$ cat config.mk
export PLATFORM = sky130hd
export DESIGN_NAME = pipeline_ctrl
export DESIGN_NICKNAME = d
export VERILOG_FILES = /design/src/rtl/pipeline_ctrl.sv
export SDC_FILE = /design/constraint.sdc
export NUM_CORES = 1
export LEC_CHECK = 0
export BUFFER_PORTS_ARGS = -buffer_cell sky130_fd_sc_hd__buf_2
export CORE_ASPECT_RATIO = 1.75
export CORE_MARGIN = 4
export CORE_UTILIZATION = 45
export DETAILED_ROUTE_END_ITERATION = 10
export GPL_TIMING_DRIVEN = 0
export MAX_ROUTING_LAYER = met4
export PLACE_DENSITY = 0.71
export SYNTH_ARGS = -nofsm -noshare
export SYNTH_HDL_FRONTEND = slang
export SYNTH_SLANG_ARGS = --single-unit
$ cat constraint.sdc
create_clock -name clk -period 2.2 [get_ports clk]
set_input_delay 0.22 -clock clk [delete_from_list [all_inputs] [get_ports clk]]
set_output_delay 0.22 -clock clk [all_outputs]
set_load 0.01 [all_outputs]
$ cat src/rtl/pipeline_ctrl.sv
// Stall/flush controller: RAW hazards, EX branches, MEM handshake with watchdog; FORWARDING_EN narrows hazards to load-use.
// Freeze/flush outputs are combinational (same-cycle); mem_err, stall_cnt and the FSM are registered.
module pipeline_ctrl #(
    parameter int MAX_WAIT = 15,
    parameter int CNT_W    = 16
) (
    input  logic             clk,
    input  logic             rst,
    input  logic [3:0]       id_src1,
    input  logic             id_src1_valid,
    input  logic [3:0]       id_src2,
    input  logic             id_two_src,
    input  logic [3:0]       exe_dest,
    input  logic [3:0]       mem_dest,
    input  logic             exe_wb_en,
    input  logic             mem_wb_en,
    input  logic             exe_mem_r_en,
    input  logic             exe_branch_taken,
    input  logic             mem_req,
    input  logic             mem_ready,
    input  logic             stat_clr,
    output logic             freeze_pc,
    output logic             freeze_if_id,
    output logic             freeze_id_ex,
    output logic             freeze_ex_mem,
    output logic             flush_if_id,
    output logic             flush_id_ex,
    output logic             hazard_stall,
    output logic             mem_err,
    output logic [CNT_W-1:0] stall_cnt
);

    localparam int WC_W = $clog2(MAX_WAIT + 1);

    localparam logic [1:0] S_IDLE    = 2'd0;
    localparam logic [1:0] S_WAIT    = 2'd1;
    localparam logic [1:0] S_TIMEOUT = 2'd2;

    logic [1:0]       r_state;
    logic [WC_W-1:0]  r_wait_cnt;
    logic             r_mem_err;
    logic [CNT_W-1:0] r_stall_cnt;

    logic w_m1;
    logic w_m2;
    logic w_hz;
    logic w_mem_stall;

    function automatic logic match(input logic [3:0] s, input logic [3:0] d, input logic en);
        return en && (s == d);
    endfunction

`ifdef FORWARDING_EN
    assign w_m1 = exe_mem_r_en & match(id_src1, exe_dest, exe_wb_en);
    assign w_m2 = exe_mem_r_en & match(id_src2, exe_dest, exe_wb_en);
`else
    assign w_m1 = match(id_src1, exe_dest, exe_wb_en) | match(id_src1, mem_dest, mem_wb_en);
    assign w_m2 = match(id_src2, exe_dest, exe_wb_en) | match(id_src2, mem_dest, mem_wb_en);
`endif

    assign w_hz        = (id_src1_valid & w_m1) | (id_two_src & w_m2);
    assign w_mem_stall = mem_req & ~mem_ready & (r_state != S_TIMEOUT);

    // Gated by rst so freezes drop the moment reset hits, even mid-access.
    always_comb begin
        freeze_pc     = 1'b0;
        freeze_if_id  = 1'b0;
        freeze_id_ex  = 1'b0;
        freeze_ex_mem = 1'b0;
        flush_if_id   = 1'b0;
        flush_id_ex   = 1'b0;
        hazard_stall  = 1'b0;
        if (!rst) begin
            if (w_mem_stall) begin
                freeze_pc     = 1'b1;
                freeze_if_id  = 1'b1;
                freeze_id_ex  = 1'b1;
                freeze_ex_mem = 1'b1;
            end else if (exe_branch_taken) begin
                flush_if_id = 1'b1;
                flush_id_ex = 1'b1;
            end else if (w_hz) begin
                freeze_pc    = 1'b1;
                freeze_if_id = 1'b1;
                flush_id_ex  = 1'b1;
                hazard_stall = 1'b1;
            end
        end
    end

    always_ff @(posedge clk or posedge rst) begin
        if (rst) begin
            r_state    <= S_IDLE;
            r_wait_cnt <= '0;
            r_mem_err  <= 1'b0;
        end else begin
            case (r_state)
                S_IDLE: begin
                    if (mem_req && !mem_ready) begin
                        r_state    <= S_WAIT;
                        r_wait_cnt <= WC_W'(1);
                    end
                end
                S_WAIT: begin
                    if (!mem_req || mem_ready) begin
                        r_state    <= S_IDLE;
                        r_wait_cnt <= '0;
                    end else if (r_wait_cnt == WC_W'(MAX_WAIT - 1)) begin
                        r_state   <= S_TIMEOUT;
                        r_mem_err <= 1'b1;
                    end else begin
                        r_wait_cnt <= r_wait_cnt + WC_W'(1);
                    end
                end
                S_TIMEOUT: begin
                    r_state    <= S_IDLE;
                    r_wait_cnt <= '0;
                end
                default: begin
                    r_state    <= S_IDLE;
                    r_wait_cnt <= '0;
                end
            endcase
        end
    end

    always_ff @(posedge clk or posedge rst) begin
        if (rst) begin
            r_stall_cnt <= '0;
        end else if (stat_clr) begin
            r_stall_cnt <= '0;
        end else if (freeze_pc && !(&r_stall_cnt)) begin
            r_stall_cnt <= r_stall_cnt + CNT_W'(1);
        end
    end

    assign mem_err   = r_mem_err;
    assign stall_cnt = r_stall_cnt;

endmodule

==> flow_metrics.tcl <==
set metrics [dict create \
    outcome "complete, no violations" \
    path_clk_slew_ps 80 \
    dr_wl_met3_um 137 \
    maxUsedRoutingLayer "met4" \
    drcViolationCount 0 \
    netlist_area_sq_mm 0.00152 \
    pre_cts_ws_ps 62.0 \
    clockBufferDepth 2 \
    cts_resized 0 \
    power_w 0.000831 \
    finalMaxSlewViolations 0 \
    die_w_um 51.9 \
    reg2reg_slack_ps 100 \
    drt-total-wl_um 3530 \
    crit_arrival_ps 2240 \
    pwr-share-clk 0.304 \
    grt_pass1_vias 1481 \
    leakage_nw 0.885 \
    avgSynthCellArea_sq_um 9.09 \
    synth-seq-cells 23 \
    root_buffer "clkbuf_8" \
    cts_tree "built" \
    ir_drop_uv 369 \
    grt_overflow 0 \
    dp_cells 258 \
    cts_made_buffers 3 \
    synth_edf_count 0 \
    antenna_found_initial 0 \
    cts_setup_buffers 0 \
    max-cap-violations 0 \
    finalCritPeriodShare 0.954 \
    start_kind "flop" \
    path_buf_inv 0 \
    dieHeight_um 84.8 \
    wl_met2_um 1990 \
    synth_nets 197 \
    synth_cell_types 37 \
    synth_ff_type "dfrtp_1" \
    syn_inst 167 \
    grt_start_max_net_pins 25 \
    seqPwrFrac 0.531 \
    dp_hpwl_um 2800 \
    slew_headroom 0.419 \
    min_period_ps 2100 \
    drt_iter0_markers 29 \
    finalHoldViolations 0 \
    worstSetupPathType "reg -> reg" \
    wl_met1_um 1340 \
    vias 1463 \
    netlist_top_cells_area "dfrtp_1, xnor2_1, xor2_1, o21ai_0, nor2_1" \
    end_kind "flop" \
    cts_num_sinks 23 \
    hold_class "in -> async" \
    ctsHoldBuffers 0 \
    grt.total_usage 0.176 \
    viasPerCell 5.52 \
    pin_count 51 \
    synthTopCellsByCount "dfrtp_1, nor2_1, o21ai_0" \
    tightest_slew_ps 871 \
    placeableCoreArea_sq_mm 0.00321 \
    power.density_mw_per_mm2 442 \
    area_growth_syn_to_layout_pct 23.8 \
    dpl-instance-area_sq_mm 0.00181 \
    critPathRequiredTime_ps 2340 \
    place_congestion 0.786 \
    ys_warn_count 0 \
    yosys.area.top_type "dfrtp_1" \
    p_int_w 0.000621 \
    async_flop_share 1.00 \
    io_buffers 48 \
    drive_gt1_frac 0.311 \
    setup_violations 0 \
    comb_power_share 0.165 \
    fin_cells 265 \
    synth.most_common_cell "dfrtp_1" \
    max_freq_mhz 476 \
    slowest_delay_ps 480 \
    seq_area_frac_synth 0.379 \
    grt_pass1_wl_um 6040 \
    fill_cells 313 \
    diodes 0 \
    crit_chain "and4_1 > nand4_1 > nor3_2 > nor2_2 > o211ai_2 > nand2b_1 > mux2_1" \
    critPathSlowestCell "dfrtp_1" \
    die-area_sq_mm 0.00440 \
    htree_levels 1 \
    fin_nets 253 \
    design_area_sq_mm 0.00188 \
    crit_family "simple AND/OR/NAND/NOR gates" \
    fin_skew_ps 1.99 \
    start_util 0.473 \
    whs_ps 186 \
    routedWlPerCell_um 13.3 \
    worstPathMaxFanout 8 \
    clk_latency_ps 260 \
    rows 27 \
    switching_power_w 0.000211 \
    yosys.area.top_type_share 0.379 \
    switching_share 0.253 \
    first_pass_iters 4 \
    postRouteAntennaNets 0 \
    setup_ws_ps 100 \
]
-- power groups by stage --
stage	clock [W]	combinational [W]	sequential, W
6_report	0.000253	0.000137	0.000441
4_1_cts	0.000262	0.000140	0.000441
3_5_place_dp	0	0.000140	0.000450
3_3_place_gp	0	0.000138	0.000449
5_1_grt	0.000273	0.000156	0.000443
2_1_floorplan	0	0.0000823	0.000448
-- per-stage QoR --
stage               setup TNS (ps)  utilization
floorplan                        0            -
global placement                 0        0.565
detailed placement               0        0.565
CTS                              0        0.579
global route                 -38.4        0.586
finish                           0        0.586
-- cell usage in the layout, fill, tap and decap left out, types with 4 or more instances in the layout --
cell     netlist  final
a21oi_1       12     12
dfrtp_1       23     23
nor2b_1        4      4
xnor2_1       10     10
nand3_1       11     11
nand4_1        7      7
o21ai_0       13     13
buf_2          0     48
buf_4          3      6
nand2_1        8      8
or3_1          9      9
nor2_1        17     17
xor2_1        10     10
inv_1          5      5
-- state kept, by name, indices dropped and copies added, names as in the netlist --
name and cells:
r_wait_cnt 4, stall_cnt 16, r_state 2, mem_err 1
-- kinds of logic after synthesis --
group / Yosys count / synth area share
multiplexers: 3 / 0.0214
buffers and inverters: 10 / 0.0429
AND/OR/NAND/NOR: 73 / 0.259
XOR/XNOR: 20 / 0.115
adder cells (fa/ha/maj): 3 / 0.0247
AO/OA/AOI/OAI: 35 / 0.157
flip-flops: 23 / 0.379
-- routing by layer --
layer,vias up,track usage
li1,708,-
met1,708,0.190
met2,39,0.323
met3,8,0.0228
met4,0,0.0453
met5,-,-
-- final cells by class --
| cell class | count | area [sq um] | share of cell area |
|---|---|---|---|
| multi-input cells | 134 | 877 | 0.467 |
| flip-flops and latches | 23 | 576 | 0.306 |
| repair buffers | 51 | 263 | 0.140 |
| well taps | 43 | 53.8 | 0.0286 |
| plain buffers | 5 | 46.3 | 0.0246 |
| clock buffers | 4 | 45.0 | 0.0240 |
| inverters | 5 | 18.8 | 0.00999 |
-- worst paths after layout --
kind	depth (start not counted)	endpoint	startpoint
min reg2reg	1	mem_err	mem_err
max	7	stall_cnt[12]	stall_cnt[2]
max reg2reg	7	stall_cnt[12]	stall_cnt[2]
max in group asynchronous	2	mem_err	rst
min in group clk	2	stall_cnt[5]	stat_clr
min	2	stall_cnt[5]	rst
No activity file was read; power rests on OpenSTA's default activity.
